$ cat src/rtl/rx_frame_parser_if.sv
`default_nettype none
// ============================================================================
// Module      : rx_frame_parser_if
// Description : Bundle of the receive byte stream, the header/payload FIFO
//               write ports and the statistics counters of rx_frame_parser.
//               master = the parser side, slave = the surrounding logic.
// Revision    : 1.0  initial release
// ============================================================================
interface rx_frame_parser_if #(
    parameter int CNT_W = 16
);
    // receive byte stream
    logic [7:0]       rx_data;
    logic             rx_valid;
    logic             rx_sof;
    logic             rx_eof;
    logic             rx_err;
    // header FIFO write side
    logic [114:0]     h_din;
    logic             h_wren;
    logic             h_afull;
    // payload FIFO write side
    logic [7:0]       b_din;
    logic             b_del;
    logic             b_wren;
    logic             b_afull;
    // statistics
    logic [CNT_W-1:0] frame_cnt;
    logic [CNT_W-1:0] drop_cnt;
    logic [CNT_W-1:0] bad_cnt;

    modport master (
        input  rx_data, rx_valid, rx_sof, rx_eof, rx_err, h_afull, b_afull,
        output h_din, h_wren, b_din, b_del, b_wren, frame_cnt, drop_cnt, bad_cnt
    );

    modport slave (
        output rx_data, rx_valid, rx_sof, rx_eof, rx_err, h_afull, b_afull,
        input  h_din, h_wren, b_din, b_del, b_wren, frame_cnt, drop_cnt, bad_cnt
    );
endinterface
`default_nettype wire

$ cat src/rtl/rx_frame_parser.sv
`default_nettype none
// ============================================================================
// Module      : rx_frame_parser
// Description : Per-port ingress parser. Splits a received byte stream into
//               one 115-bit header FIFO entry per frame
//               {VALID, PORT, DST, SRC, TYPE} and a 9-bit payload FIFO stream
//               terminated by a delimiter entry. Frames are dropped whole when
//               the header FIFO is almost full at start of frame.
// Revision    : 1.0  initial release
// ============================================================================
module rx_frame_parser #(
    parameter logic [1:0] PORT_ID     = 2'd0,
    parameter int         MAX_PAYLOAD = 1500,
    parameter int         CNT_W       = 16
) (
    input  wire logic           clk,
    input  wire logic           rst_n,
    rx_frame_parser_if.master   pif
);

    localparam int                PC_W       = $clog2(MAX_PAYLOAD + 1);
    localparam logic [PC_W-1:0]   C_MAX_PAY  = PC_W'(MAX_PAYLOAD);
    localparam logic [3:0]        C_LAST_HDR = 4'd13;

    typedef enum logic [2:0] {
        S_IDLE  = 3'd0,
        S_HDR   = 3'd1,
        S_BODY  = 3'd2,
        S_CLOSE = 3'd3,
        S_DROP  = 3'd4
    } state_t;

    state_t             state_q,    state_d;
    logic [111:0]       hdr_q,      hdr_d;       // {DST, SRC, TYPE}
    logic [3:0]         hcnt_q,     hcnt_d;      // header bytes received
    logic [PC_W-1:0]    pcnt_q,     pcnt_d;      // payload bytes received (saturates at max)
    logic               bad_q,      bad_d;       // sticky error/overflow/oversize
    logic               pend_q,     pend_d;      // close write still owed in CLOSE

    logic [114:0]       h_din_q,    h_din_d;
    logic               h_wren_q,   h_wren_d;
    logic [7:0]         b_din_q,    b_din_d;
    logic               b_del_q,    b_del_d;
    logic               b_wren_q,   b_wren_d;

    logic [CNT_W-1:0]   frame_q,    frame_d;
    logic [CNT_W-1:0]   drop_q,     drop_d;
    logic [CNT_W-1:0]   badc_q,     badc_d;

    logic               close_now;   // issue delimiter + header at this edge
    logic               close_ok;    // FRAME_VALID of the header being issued
    logic               drop_now;    // a dropped frame finishes at this edge

    logic               w_sof;
    logic               w_eof;

    assign w_sof = pif.rx_valid & pif.rx_sof;
    assign w_eof = pif.rx_valid & pif.rx_eof;

    function automatic logic [CNT_W-1:0] sat_inc(input logic [CNT_W-1:0] c);
        return (c == {CNT_W{1'b1}}) ? c : c + 1'b1;
    endfunction

    // State register, frame context, FIFO write registers and counters
    always_ff @(posedge clk) begin
        if (!rst_n) begin
            state_q  <= S_IDLE;
            hdr_q    <= '0;
            hcnt_q   <= '0;
            pcnt_q   <= '0;
            bad_q    <= 1'b0;
            pend_q   <= 1'b0;
            h_din_q  <= '0;
            h_wren_q <= 1'b0;
            b_din_q  <= '0;
            b_del_q  <= 1'b0;
            b_wren_q <= 1'b0;
            frame_q  <= '0;
            drop_q   <= '0;
            badc_q   <= '0;
        end else begin
            state_q  <= state_d;
            hdr_q    <= hdr_d;
            hcnt_q   <= hcnt_d;
            pcnt_q   <= pcnt_d;
            bad_q    <= bad_d;
            pend_q   <= pend_d;
            h_din_q  <= h_din_d;
            h_wren_q <= h_wren_d;
            b_din_q  <= b_din_d;
            b_del_q  <= b_del_d;
            b_wren_q <= b_wren_d;
            frame_q  <= frame_d;
            drop_q   <= drop_d;
            badc_q   <= badc_d;
        end
    end

    // Next-state, header capture, payload forwarding and frame close decisions
    always_comb begin
        state_d   = state_q;
        hdr_d     = hdr_q;
        hcnt_d    = hcnt_q;
        pcnt_d    = pcnt_q;
        bad_d     = bad_q;
        pend_d    = pend_q;
        h_din_d   = h_din_q;
        h_wren_d  = 1'b0;
        b_din_d   = b_din_q;
        b_del_d   = b_del_q;
        b_wren_d  = 1'b0;
        frame_d   = frame_q;
        drop_d    = drop_q;
        badc_d    = badc_q;
        close_now = 1'b0;
        close_ok  = 1'b0;
        drop_now  = 1'b0;

        case (state_q)
            S_IDLE: begin
                if (w_sof) begin
                    if (pif.h_afull) begin
                        // No guaranteed header slot: the whole frame is dropped
                        if (w_eof) drop_now = 1'b1;
                        else       state_d  = S_DROP;
                    end else begin
                        hdr_d  = {pif.rx_data, 104'd0};
                        hcnt_d = 4'd1;
                        pcnt_d = '0;
                        bad_d  = pif.rx_err;
                        pend_d = 1'b0;
                        if (w_eof) begin
                            // single-byte runt closes immediately
                            close_now = 1'b1;
                            close_ok  = 1'b0;
                            state_d   = S_CLOSE;
                        end else begin
                            state_d   = S_HDR;
                        end
                    end
                end
            end

            S_HDR, S_BODY: begin
                if (w_sof) begin
                    // Missing eof: current frame closes invalid, new one is dropped.
                    // Nothing else is being written at this edge, so close now.
                    close_now = 1'b1;
                    close_ok  = 1'b0;
                    pend_d    = 1'b0;
                    if (w_eof) begin
                        drop_now = 1'b1;
                        state_d  = S_IDLE;
                    end else begin
                        state_d  = S_DROP;
                    end
                end else if (pif.rx_valid) begin
                    bad_d = bad_q | pif.rx_err;
                    if (state_q == S_HDR) begin
                        // Positional store so missing runt bytes stay zero
                        for (int i = 0; i < 14; i++) begin
                            if (hcnt_q == 4'(i)) hdr_d[111-8*i -: 8] = pif.rx_data;
                        end
                        hcnt_d = hcnt_q + 4'd1;
                        if (w_eof) begin
                            // Header path has no payload write in flight: close now
                            close_now = 1'b1;
                            close_ok  = ~(bad_q | pif.rx_err) & (hcnt_q == C_LAST_HDR);
                            pend_d    = 1'b0;
                            state_d   = S_CLOSE;
                        end else if (hcnt_q == C_LAST_HDR) begin
                            state_d   = S_BODY;
                        end
                    end else begin
                        if (!pif.b_afull && (pcnt_q < C_MAX_PAY)) begin
                            b_wren_d = 1'b1;
                            b_del_d  = 1'b0;
                            b_din_d  = pif.rx_data;
                        end else begin
                            bad_d    = 1'b1;
                        end
                        if (pcnt_q < C_MAX_PAY) pcnt_d = pcnt_q + 1'b1;
                        if (w_eof) begin
                            // The eof byte occupies this edge; the close follows in CLOSE
                            pend_d  = 1'b1;
                            state_d = S_CLOSE;
                        end
                    end
                end
            end

            S_CLOSE: begin
                if (pend_q) begin
                    close_now = 1'b1;
                    close_ok  = ~bad_q;
                end
                pend_d = 1'b0;
                if (w_sof) begin
                    // No idle gap after eof: the new frame cannot be parsed
                    if (w_eof) begin
                        drop_now = 1'b1;
                        state_d  = S_IDLE;
                    end else begin
                        state_d  = S_DROP;
                    end
                end else begin
                    state_d = S_IDLE;
                end
            end

            S_DROP: begin
                if (w_eof) begin
                    drop_now = 1'b1;
                    state_d  = S_IDLE;
                end
            end

            default: begin
                state_d = S_IDLE;
            end
        endcase

        if (close_now) begin
            b_wren_d = 1'b1;
            b_del_d  = 1'b1;
            b_din_d  = 8'h00;
            h_wren_d = 1'b1;
            h_din_d  = {close_ok, PORT_ID, hdr_d};
            frame_d  = sat_inc(frame_q);
            if (!close_ok) badc_d = sat_inc(badc_q);
        end
        if (drop_now) begin
            drop_d = sat_inc(drop_q);
        end
    end

    assign pif.h_din     = h_din_q;
    assign pif.h_wren    = h_wren_q;
    assign pif.b_din     = b_din_q;
    assign pif.b_del     = b_del_q;
    assign pif.b_wren    = b_wren_q;
    assign pif.frame_cnt = frame_q;
    assign pif.drop_cnt  = drop_q;
    assign pif.bad_cnt   = badc_q;

endmodule
`default_nettype wire

$ cat src/flat_wrapper.sv
// flat-port wrapper written by rule: the top's interface ports become plain ports
module rx_frame_parser_flat 
#(
    parameter logic [1:0] PORT_ID     = 2'd0,
    parameter int         MAX_PAYLOAD = 1500,
    parameter int         CNT_W       = 16
)
  (clk, rst_n, pif_rx_data, pif_rx_valid, pif_rx_sof, pif_rx_eof, pif_rx_err, pif_h_afull, pif_b_afull, pif_h_din, pif_h_wren, pif_b_din, pif_b_del, pif_b_wren, pif_frame_cnt, pif_drop_cnt, pif_bad_cnt);
  rx_frame_parser_if #(.CNT_W(CNT_W)) pif_i ();
  input  wire logic clk;
  input  wire logic rst_n;
  input wire logic [$bits(pif_i.rx_data)-1:0] pif_rx_data;
  input wire logic [$bits(pif_i.rx_valid)-1:0] pif_rx_valid;
  input wire logic [$bits(pif_i.rx_sof)-1:0] pif_rx_sof;
  input wire logic [$bits(pif_i.rx_eof)-1:0] pif_rx_eof;
  input wire logic [$bits(pif_i.rx_err)-1:0] pif_rx_err;
  input wire logic [$bits(pif_i.h_afull)-1:0] pif_h_afull;
  input wire logic [$bits(pif_i.b_afull)-1:0] pif_b_afull;
  output wire logic [$bits(pif_i.h_din)-1:0] pif_h_din;
  output wire logic [$bits(pif_i.h_wren)-1:0] pif_h_wren;
  output wire logic [$bits(pif_i.b_din)-1:0] pif_b_din;
  output wire logic [$bits(pif_i.b_del)-1:0] pif_b_del;
  output wire logic [$bits(pif_i.b_wren)-1:0] pif_b_wren;
  output wire logic [$bits(pif_i.frame_cnt)-1:0] pif_frame_cnt;
  output wire logic [$bits(pif_i.drop_cnt)-1:0] pif_drop_cnt;
  output wire logic [$bits(pif_i.bad_cnt)-1:0] pif_bad_cnt;
  assign pif_i.rx_data = pif_rx_data;
  assign pif_i.rx_valid = pif_rx_valid;
  assign pif_i.rx_sof = pif_rx_sof;
  assign pif_i.rx_eof = pif_rx_eof;
  assign pif_i.rx_err = pif_rx_err;
  assign pif_i.h_afull = pif_h_afull;
  assign pif_i.b_afull = pif_b_afull;
  assign pif_h_din = pif_i.h_din;
  assign pif_h_wren = pif_i.h_wren;
  assign pif_b_din = pif_i.b_din;
  assign pif_b_del = pif_i.b_del;
  assign pif_b_wren = pif_i.b_wren;
  assign pif_frame_cnt = pif_i.frame_cnt;
  assign pif_drop_cnt = pif_i.drop_cnt;
  assign pif_bad_cnt = pif_i.bad_cnt;
  rx_frame_parser #(.PORT_ID(PORT_ID), .MAX_PAYLOAD(MAX_PAYLOAD), .CNT_W(CNT_W)) u_core (.clk(clk), .rst_n(rst_n), .pif(pif_i));
endmodule
$ cat config.mk
export PLATFORM = sky130hd
export DESIGN_NAME = rx_frame_parser_flat
export DESIGN_NICKNAME = d
export VERILOG_FILES = /design/src/rtl/rx_frame_parser_if.sv /design/src/rtl/rx_frame_parser.sv /design/src/flat_wrapper.sv
export SDC_FILE = /design/constraint.sdc
export NUM_CORES = 1
export LEC_CHECK = 0
export BUFFER_PORTS_ARGS = -buffer_cell sky130_fd_sc_hd__buf_2
export CAP_MARGIN = 10
export CORE_MARGIN = 2
export CORE_UTILIZATION = 49
export CTS_CLUSTER_DIAMETER = 60
export DETAILED_ROUTE_END_ITERATION = 8
export PLACE_DENSITY_LB_ADDON = 0.2
export SYNTH_ARGS = -nofsm -noshare
export SYNTH_HDL_FRONTEND = slang
export SYNTH_SLANG_ARGS = --single-unit
export TNS_END_PERCENT = 30
$ cat constraint.sdc
create_clock -name clk -period 5.9 [get_ports clk]
set_input_delay 0 -clock clk [delete_from_list [all_inputs] [get_ports clk]]
set_output_delay 0 -clock clk [all_outputs]
set_load 0.01 [all_outputs]
==> Word level (Yosys, flattened, before mapping) <==
Cells that the tools add are included.
{ "totals": {"regBits": 304, "output_inout_bits": 174} }
{ "op_classes": {"addsub": 5, "magnitude_cmp": 1, "n_eq_ne": 35, "muxes": 93, "bitwise": 13, "n_reduce_logical": 22} }
{ "ops": {"columns": ["op", "n"], "rows": [
  ["two-way mux 112 bit", 5],
  ["case mux 112 bit (2 select lines)", 1],
  ["two-way mux 8 bit", 14],
  ["two-way mux 11 bit", 6],
  ["adder 16 x 1 -> 16 bit (second input constant)", 3],
  ["== test 16 bit (second input constant)", 3],
  ["two-way mux 1 bit", 41],
  ["two-way mux 3 bit", 12],
  ["== test 4 bit (second input constant)", 6],
  ["case mux 11 bit (2 select lines)", 1],
  ["two-way mux 4 bit", 5],
  ["AND reduction 5 bit", 4],
  ["== test 4 x 3 -> 1 bit (second input constant)", 4],
  ["!= test 2 x 1 -> 1 bit (second input constant)", 6],
  ["case mux 3 bit (4 select lines)", 1],
  ["AND reduction 6 bit", 2],
  ["adder 11 x 1 -> 11 bit (second input constant)", 1],
  ["< comparator 11 bit (second input constant)", 1],
  ["inverter 1 bit", 9],
  ["case mux 1 bit (3 select lines)", 3],
  ["== test 4 x 2 -> 1 bit (second input constant)", 2],
  ["!= test 2 bit (second input constant)", 4],
  ["!= test 4 x 1 -> 1 bit (second input constant)", 2],
  ["case mux 4 bit (2 select lines)", 1],
  ["other kinds (23)", 32]
]} }

==> Depth between registers and ports, before layout <==
Gate-level depths: netlist (run 1).
{ "depth": {"word_depth": 10, "mapped_depth": 9, "ltp_nobuf": 8} }

==> Worst setup path after synthesis (run 1) <==
Ideal clock, no wire load.
{ "synth_timing": {"kind": "reg-to-reg", "from": "register u_core.state_q[0]", "to": "register u_core.drop_q[13], in the netlist u_core.pif.drop_cnt[13]", "setup_ns": 0.071, "arrival_time_ns": 1.954, "path_slack_ns": 3.876, "stages_incl_launch_ff": 8, "path_buffers": 1, "period_less_slack_ns": 2.024, "path_cell_list": "dfxtp_1 buf_4 nor3_1 or3b_1 a21oi_4 nand2_2 or4_1 a21oi_1"} }
{ "synth_between": {"elab_chain_cells": 4, "elab_cells_between_ends": 8, "classes_between": "4 x eq/ne; 1 x mux; 3 x reduce/logical"} }
{ "synth_rtl": {"columns": ["element", "line", "rtl"], "rows": [
  ["from (decl)", "rx_frame_parser.sv:33", "state_t state_q, state_d;"],
  ["from (signal assigned)", "rx_frame_parser.sv:82", "state_q <= state_d;"],
  ["== test 3 x 2 -> 1 bit / == test 3 x 1 -> 1 bit (equally long branches)", "rx_frame_parser.sv:119", "case (state_q)"],
  ["OR reduction 3 bit (no source line)", null, null],
  ["case mux 1 bit (3 select lines) (*)", "rx_frame_parser.sv:119", null],
  ["AND reduction 2 bit (no source line) (*)", null, null],
  ["to (signal assigned)", "rx_frame_parser.sv:94", "drop_q <= drop_d;"],
  ["to (decl)", "rx_frame_parser.sv:47", "logic [CNT_W-1:0] drop_q, drop_d;"]
]} }
Every way passes the cells marked *; elsewhere a longest branch is shown, timed or not.
A chain may end at the register's enable or synchronous reset.

==> Worst setup path in the final report (run 1) <==
{ "layout_timing": {"from": "register u_core.state_q[0]", "to": "register u_core.h_din_q[105], in the netlist u_core.pif.h_din[105]"} }
{ "layout_between": {"elab_chain_cells": 5, "elab_cells_between_ends": 13, "classes_between": "3 x eq/ne; 8 x mux; 2 x reduce/logical"} }
{ "layout_rtl": {"columns": ["element", "line", "rtl"], "rows": [
  ["== test 3 x 1 -> 1 bit", "rx_frame_parser.sv:119, rx_frame_parser.sv:159", null],
  ["two-way mux 1 bit / two-way mux 112 bit (equally long branches)", "rx_frame_parser.sv:159", "if (state_q == S_HDR) begin"],
  ["two-way mux 1 bit / two-way mux 112 bit (equally long branches)", "rx_frame_parser.sv:157", "end else if (pif.rx_valid) begin"],
  ["two-way mux 1 bit / two-way mux 112 bit (equally long branches)", "rx_frame_parser.sv:145", "if (w_sof) begin"],
  ["case mux 1 bit (3 select lines) / case mux 112 bit (2 select lines) (equally long branches)", "rx_frame_parser.sv:119", null],
  ["to (signal assigned)", "rx_frame_parser.sv:88", "h_din_q <= h_din_d;"],
  ["to (decl)", "rx_frame_parser.sv:40", "logic [114:0] h_din_q, h_din_d;"]
]} }
Parallel ways exist; a longest one is shown, timed or not.

==> impl_metrics.yaml, run 1 <==
run_status:
  status: "complete, no violations"
placement:
  dp.cells: 1718
  portBuffers: 187
  dp_hpwl_um: 18600
  post_dp_cell_area_sq_mm: 0.0127
  gp_congestion: 0.849
power:
  comb_power_share: 0.086
  switchingPower_w: 0.00112
  p_sw_frac: 0.243
  powerDensity_mw_per_mm2: 333
  p_int_w: 0.00351
  vdd_drop_max_mv: 0.223
  p_leak_nw: 5.42
  clkPwrFrac: 0.445
  seq_power_share: 0.469
die:
  die_w_um: 159
  start_util: 0.499
  num_rows: 56
  coreArea_sq_mm: 0.0235
  ios: 190
  die_h_um: 159
  die_area_sq_mm: 0.0251
critical_path:
  worst_setup_path_end_kind: "flip-flop"
  critPathSlowestCell: "or3_4"
  slowest_delay_ps: 890
  worst-endpoint-arrival_ps: 3920
  critPathLaunchType: "flip-flop"
  cp_data_required_time_ps: 6350
  cp_top_family: "simple AND/OR/NAND/NOR gates"
  crit_fanout: 92
  critical_path_buf_inv_count: 2
  worstSetupPathType: "flip-flop to flip-flop"
  path_cells: "inv_1 > a2111oi_0 > or3_4 > buf_4 > nor2_1 > a311oi_1"
clock_network:
  clkTransAtPathRegs_ps: 60
  clock-sinks: 304
  cts_hold_buf: 13
  cts_tree: "yes"
  cts-resized-gates: 0
  clock_latency_ps: 560
  cts_made_buffers: 31
  post-cts-setup-buffer-count: 0
  h-tree-depth: 1
  clock_path_buffers: 3
  cts_root_buffer: "clkbuf_16"
global_route:
  grtUsageMet2: 0.366
  grt_pass1_wl_um: 46100
  grt_use_met1: 0.316
  grt_pass1_vias: 8857
  gr-usage-met3: 0.0460
  grtUsageTotal: 0.226
  overflow: 0
  antenna_found_initial: 0
  top_usage_layer: "met2"
  grt_max_degree: 184
flow_run:
  cap_violations: 0
yosys:
  syn_area_per_cell_sq_um: 9.01
  syn_inst: 1299
  synth_warnings: 0
  synth_cell_types: 60
  async_flop_share: 0
  synth-edff-count: 0
  ys_ff_latch: 304
  ys_dominant_reg_cell: "dfxtp_1"
  seq_area_frac_synth: 0.520
  syn_area_sq_mm: 0.0117
detailed_routing:
  ant_nets: 0
  viasPerCell: 5.52
  route.detailed.drc: 0
  wl_um: 29400
  firstDrtPassIters: 5
  vias: 9884
  wl_per_cell_um: 16.4
  drt-initial-drc-count: 634
finish:
  area_growth_pct: 19.0
  layout_common_cells: "dfxtp_1 (304), nor2_1 (299), buf_2 (187)"
  layout-drive-gt1-share: 0.178
  layout.cells.most_common: "dfxtp_1"
  fin_util: 0.593
  fin_cells: 1789
  final_nets: 1469
  antenna_cells: 0
  final_area_sq_mm: 0.0139
hold_path:
  hp-class: "input pin to flip-flop"
sta:
  maxSlewViolCount: 0
  period_minus_slack_ps: 3470
  worst_pin_slew_ps: 1090
  holdWs_ps: 40.1
  fin_skew_ps: 13.0
  rsz0062_at_grt: "no"
  min_period_over_period: 0.589
  finalHoldViolations: 0
  tns_ps: 0
  slew_headroom: 0.273
  max_clock_freq_mhz: 288
  setup_viol: 0
[Yosys cell counts, types with 3 or more instances]
cell type	instances	area share
nor2b_1	6	0.0032
buf_4	3	0.0019
a22oi_1	89	0.057
nor4_2	5	0.0053
a21oi_1	35	0.015
buf_1	7	0.0022
o21bai_1	4	0.0026
or2_2	3	0.0016
nand4b_1	3	0.0022
xor2_1	25	0.019
xnor2_1	11	0.0082
ha_1	8	0.0086
buf_2	23	0.0098
nor3b_1	4	0.0026
nand4_1	25	0.013
nor4_4	3	0.0055
dfxtp_1	304	0.52
a211oi_1	96	0.062
a31oi_1	9	0.0048
nor3_1	9	0.0038
and4_1	4	0.0030
and2_1	7	0.0037
mux2i_1	20	0.017
or3_1	5	0.0027
and3_1	18	0.0096
o31ai_1	6	0.0038
nor4_1	9	0.0048
clkbuf_1	59	0.019
nand3_1	35	0.015
nor2_1	299	0.096
nand2_1	84	0.027
o21ai_0	6	0.0026
a311oi_1	18	0.013
nand2b_1	12	0.0064
inv_1	12	0.0038
[final cells by class]
cell class / instances / area, sq um
Fill cell: 2098 / 9550
Timing Repair Buffer: 204 / 1100
Multi-Input combinational cell: 890 / 5190
Clock buffer: 46 / 912
Clock inverter: 12 / 180
Sequential cell: 304 / 6090
Inverter: 14 / 60.1
Tap cell: 319 / 399
[logic make-up (layout without fill, tap and decap cells)]
| logic type | count (synthesis) | in the layout | synth area share |
|---|---|---|---|
| mux | 20 | 20 | 0.0171 |
| other cells | 1 | 2 | 0.000320 |
| fa+ha+maj | 8 | 8 | 0.00855 |
| buf+inv | 106 | 276 | 0.0374 |
| xor+xnor | 36 | 36 | 0.0269 |
| simple gates | 542 | 542 | 0.214 |
| compound gates | 282 | 282 | 0.176 |
| flops | 304 | 304 | 0.520 |
[through the flow]
step                      setup WS [ps]  power (W)
after floorplan                    3880    0.00247
after global placement             2630    0.00260
after detailed placement           2490    0.00261
after CTS                          2450    0.00466
after global routing               2000    0.00481
final                              2430    0.00463
[routing by layer]
| metal | vias to the layer above | share of wire |
|---|---|---|
| li1 | 4937 | - |
| met1 | 4651 | 0.47 |
| met2 | 269 | 0.46 |
| met3 | 27 | 0.065 |
| met4 | 0 | 0.010 |
| met5 | - | 0 |
[final timing paths]
kind	from	endpoint	slack, ps	cells past startpoint
setup / recovery	u_core.state_q[0]$_SDFFE_PN0P_	u_core.pif.h_din[105]$_SDFFE_PN0P_	2430	6
setup reg to reg	u_core.state_q[0]$_SDFFE_PN0P_	u_core.pif.h_din[105]$_SDFFE_PN0P_	2430	6
hold / removal	rst_n	u_core.pif.frame_cnt[14]$_SDFFE_PN0P_	40	2
hold reg to reg	u_core.pif.h_din[114]$_SDFFE_PN0P_	u_core.pif.h_din[114]$_SDFFE_PN0P_	450	2
[power groups by stage]
stage | Combinational [W] | Sequential [W] | Clock [W]
global route | 0.000445 | 0.00218 | 0.00218
detailed placement | 0.000392 | 0.00222 | 0
floorplan | 0.000231 | 0.00224 | 0
CTS | 0.000399 | 0.00217 | 0.00209
finish | 0.000397 | 0.00217 | 0.00206
global placement | 0.000385 | 0.00222 | 0
[registers in the layout (all words and copies together), names as in the netlist, 3 cells and up]
register / count
u_core.hcnt_q: 4
u_core.hdr_q: 112
u_core.pcnt_q: 11
u_core.pif.b_din: 8
u_core.pif.bad_cnt: 16
u_core.pif.drop_cnt: 16
u_core.pif.frame_cnt: 16
u_core.pif.h_din: 113
u_core.state_q: 3
[worst reg2reg max path, cell delays in order, from the launching register on]
cell and delay [ps]:
dfxtp_1 580, inv_1 160, a2111oi_0 570, or3_4 890, buf_4 790, nor2_1 100, a311oi_1 290
Note: power is estimated with default switching activity, not from simulation.
==> inputs of run 2 (changes only) <==
- clock period: 5.9 -> 3.1 ns (I/O delays scaled with it)
==> run 2 against run 1 <==
Compared with the run above:
- via count up 1.7%
- sequential power grew 91%
- non-clock buffer count rose by 25
- worst hold slack worse by 8.4 ps
- sequential cell count unchanged
- clock skew decreased by 3.7 ps
- clock-buffer cell count shrank 2
- register-to-register slack lost 2000 ps
- cell count is 1.4% higher
- critical path type unchanged
==> impl_metrics.yaml, run 2 (same netlist as run 1, synthesis figures left out) <==
sta:
  maxSlewViolCount: 0
  min_period_over_period: 0.851
  worst_pin_slew_ps: 1030
  tns_ps: 0
  rsz0062_at_grt: "no"
  max_clock_freq_mhz: 379
  finalHoldViolations: 0
  period_minus_slack_ps: 2640
  slew_headroom: 0.311
  holdWs_ps: 31.7
  setup_viol: 0
  fin_skew_ps: 9.23
clock_network:
  cts_hold_buf: 14
  clock_path_buffers: 3
  clock-sinks: 304
  cts_made_buffers: 31
  clkTransAtPathRegs_ps: 70
  cts-resized-gates: 0
  cts_tree: "yes"
  cts_root_buffer: "clkbuf_16"
  clock_latency_ps: 550
  h-tree-depth: 1
  post-cts-setup-buffer-count: 0
flow_run:
  cap_violations: 0
finish:
  layout_common_cells: "dfxtp_1 (304), nor2_1 (299), buf_2 (187)"
  final_nets: 1494
  layout-drive-gt1-share: 0.193
  antenna_cells: 0
  area_growth_pct: 21.1
  largest_reg_flops: 113
  layout.cells.most_common: "dfxtp_1"
  fin_util: 0.604
critical_path:
  cp_data_required_time_ps: 3590
  r2r_slack_ps: 460
  worst-endpoint-arrival_ps: 3130
  worst_setup_path_end_kind: "flip-flop"
  critPathLaunchType: "flip-flop"
  worstSetupPathType: "flip-flop to flip-flop"
  crit_fanout: 21
die:
  die_area_sq_mm: 0.0251
  start_util: 0.499
  die_h_um: 159
  num_rows: 56
  ios: 190
  coreArea_sq_mm: 0.0235
  die_w_um: 159
global_route:
  grtUsageTotal: 0.231
  grt_max_degree: 180
  grt_pass1_wl_um: 47100
  antenna_found_initial: 0
  overflow: 0
  grt_pass1_vias: 9080
detailed_routing:
  viasPerCell: 5.54
  drt-initial-drc-count: 764
  wl_um: 29900
  ant_nets: 0
  vias: 10100
  route.detailed.drc: 0
  wl_per_cell_um: 16.5
  firstDrtPassIters: 5
hold_path:
  hp-class: "input pin to flip-flop"
power:
  p_leak_nw: 5.59
  vdd_drop_max_mv: 0.388
  powerDensity_mw_per_mm2: 630
placement:
  portBuffers: 187
  dp_hpwl_um: 19300
  gp_congestion: 0.872
run_status:
  status: "complete, no violations"
-- run 2: cell types whose count changed in the layout (fill, tap and decap cells not counted), sizes merged --
cell,before,now
inv,15,16
buf,191,215
dlygate4sd3,13,14
bufinv,4,5
clkbuf,46,44
clkinvlp,2,0
clkinv,5,7
-- run 2: final timing paths --
check,start,to,depth (start not counted)
worst min register to register,u_core.hdr_q[108]$_SDFF_PN0_,u_core.hdr_q[108]$_SDFF_PN0_,2
worst min-delay path,rst_n,u_core.pif.frame_cnt[14]$_SDFFE_PN0P_,2
worst max-delay path,u_core.state_q[1]$_SDFFE_PN0P_,u_core.bad_q$_SDFFE_PN0P_,6
worst max register to register,u_core.state_q[1]$_SDFFE_PN0P_,u_core.bad_q$_SDFFE_PN0P_,6
-- run 2: layer usage --
layer	track usage	share of wire	vias up	routed length, um
met4	0.0605	0.019	0	576
met1	0.320	0.47	4755	14000
met2	0.369	0.46	269	13600
li1	-	-	4979	-
met3	0.0446	0.057	50	1710
met5	0	0	-	0
-- run 2: area by class of cell --
cell class | count | area, sq um
clock inverters | 14 | 206
multi-input cells | 890 | 5190
flip-flops and latches | 304 | 6090
clock buffers | 44 | 915
inverters | 14 | 60.1
fillers | 2084 | 9300
well taps | 319 | 399
repair buffers | 229 | 1320
-- run 2: per-stage QoR --
stage                     instances  area (sq um)  setup WS (ps)  total power [W]
final                          1814         14200            461          0.00893
after global routing           1814         14200            209          0.00927
after CTS                      1814         14200            509          0.00900
after detailed placement       1742         12900            532          0.00500
after global placement         1742         12900            616          0.00499
after floorplan                1300         11700           1080          0.00470
-- run 2: critical path, stage by stage, from the launching register on --
cell	delay, ps
dfxtp_1	710
xnor2_1	240
nor2_1	660
nor2_1	70
mux2i_1	150
o311a_1	180
dlygate4sd3_1	560
-- run 2: where the power goes --
part	total, W	internal (W)	switching, W
registers	0.00414	0.00405	0.0000894
clock network	0.00401	0.00247	0.00154
logic	0.000788	0.000277	0.000511
total	0.00893	0.00679	0.00214
==> inputs of run 3 (changes only) <==
- MAX_ROUTING_LAYER: unset -> met4
==> run 3 against run 2 <==
Compared with the run above:
- cell count is 0.55% lower
- largest cell class unchanged
- highest routed layer unchanged
- critical path type unchanged
- sequential power hardly changed
- worst hold slack better by 5.8 ps
- die area stayed put
==> impl_metrics.yaml, run 3 (same netlist as run 1, synthesis figures left out) <==
critical_path:
  worst-endpoint-arrival_ps: 3210
  rr_endpoint: "u_core.pif.h_din[52]$_SDFFE_PN0P_"
  critPathLaunchType: "flip-flop"
  worstSetupPathType: "flip-flop to flip-flop"
  crit_fanout: 130
  reg2reg_from: "u_core.state_q[0]$_SDFFE_PN0P_"
  worst_setup_path_end_kind: "flip-flop"
  r2r_slack_ps: 320
  cp_data_required_time_ps: 3530
  rr_worst_depth: 6
clock_network:
  post-cts-setup-buffer-count: 0
  cts_root_buffer: "clkbuf_16"
  h-tree-depth: 1
  clkTransAtPathRegs_ps: 60
  cts_hold_buf: 14
  cts_made_buffers: 31
  clock_latency_ps: 550
  clock_path_buffers: 3
  cts_tree: "yes"
  cts-resized-gates: 0
  clock-sinks: 304
finish:
  final_nets: 1492
  area_growth_pct: 19.6
  fill_cells: 2126
  layout_common_cells: "dfxtp_1 (304), nor2_1 (299), buf_2 (187)"
  antenna_cells: 0
  largest_reg_flops: 113
  seq_area_sq_mm: 0.00609
  layout-drive-gt1-share: 0.186
  multi_input_area_sq_mm: 0.00519
  layout.cells.most_common: "dfxtp_1"
die:
  die_w_um: 159
  ios: 190
  die_area_sq_mm: 0.0251
  coreArea_sq_mm: 0.0235
  num_rows: 56
  start_util: 0.499
  die_h_um: 159
sta:
  maxSlewViolCount: 0
  fin_skew_ps: 17.6
  worst_pin_slew_ps: 1130
  max_clock_freq_mhz: 360
  period_minus_slack_ps: 2780
  finalHoldViolations: 0
  setup_viol: 0
  tns_ps: 0
  min_period_over_period: 0.897
  rsz0062_at_grt: "no"
  slew_headroom: 0.244
detailed_routing:
  firstDrtPassIters: 5
  vias: 10000
  viasPerCell: 5.55
  drt-initial-drc-count: 672
  ant_nets: 0
  route.detailed.drc: 0
  wl_per_cell_um: 16.6
  wl_um: 29900
placement:
  dp_hpwl_um: 19100
  gp_congestion: 0.862
  portBuffers: 187
global_route:
  antenna_found_initial: 0
  grtUsageMet2: 0.360
  grt_use_met1: 0.337
  grtUsageTotal: 0.238
  grt_pass1_wl_um: 47000
  grt_max_degree: 200
  overflow: 0
  grt_pass1_vias: 8837
  gr-usage-met3: 0.0365
  top_usage_layer: "met2"
hold_path:
  hp-class: "input pin to flip-flop"
  holdCritStartpoint: "rst_n"
  holdPathStages: 3
  hold-path-endpoint: "u_core.pif.bad_cnt[9]$_SDFFE_PN0P_"
power:
  p_leak_nw: 5.49
  powerDensity_mw_per_mm2: 607
  vdd_drop_max_mv: 0.528
  totalPowerFinal_w: 0.00849
flow_run:
  cap_violations: 0
run_status:
  status: "complete, no violations"
==> run 3: cell type report <==
class	instances	area share
multi-input cells	890	0.371
clock inverters	6	0.00447
clock buffers	44	0.0639
flip-flops and latches	304	0.435
well taps	319	0.0285
inverters	14	0.00429
repair buffers	227	0.0935
==> run 3: worst max-delay path by stage <==
stage / to / start / slack (ps)
6_report: u_core.pif.h_din[52]$_SDFFE_PN0P_ / u_core.state_q[0]$_SDFFE_PN0P_ / 320
5_1_grt: u_core.pif.h_din[52]$_SDFFE_PN0P_ / u_core.state_q[0]$_SDFFE_PN0P_ / 130
4_1_cts: u_core.pif.h_din[52]$_SDFFE_PN0P_ / u_core.state_q[0]$_SDFFE_PN0P_ / 400
3_5_place_dp: u_core.pif.h_din[52]$_SDFFE_PN0P_ / u_core.state_q[0]$_SDFFE_PN0P_ / 430
3_3_place_gp: u_core.pif.h_din[73]$_SDFFE_PN0P_ / u_core.state_q[0]$_SDFFE_PN0P_ / 520
2_1_floorplan: u_core.pif.drop_cnt[13]$_SDFFE_PN0P_ / u_core.state_q[0]$_SDFFE_PN0P_ / 1080
==> run 3: power by group <==
| part | internal (W) | switching (W) | leakage (nW) |
|---|---|---|---|
| registers | 0.00405 | 0.0000896 | 2.46 |
| logic | 0.000275 | 0.000512 | 2.56 |
| clock network | 0.00206 | 0.00150 | 0.474 |
==> run 3: through the flow <==
step	utilization	worst slack, ps	instance area [sq um]	std cells	hold WS (ps)
3_5_place_dp	0.550	429	12900	1740	308
6_report	0.596	321	14000	1804	37.5
2_1_floorplan	-	1080	11700	1300	144
5_1_grt	0.596	134	14000	1804	65.8
4_1_cts	0.596	405	14000	1804	21.4
3_3_place_gp	0.550	516	12900	1740	288
==> run 3: routing by layer <==
metal  part of all wire  up-vias
li1                   -     4959
met1               0.47     4729
met2               0.45      280
met3              0.061       42
met4              0.018        0
met5                  0        -
==> run 3: critical path, cell delays in order (launching register included) <==
cell and delay (ps):
dfxtp_1 590, inv_1 160, a2111oi_0 580, or3_4 410, buf_12 440, nor2_1 90
a211oi_1 300
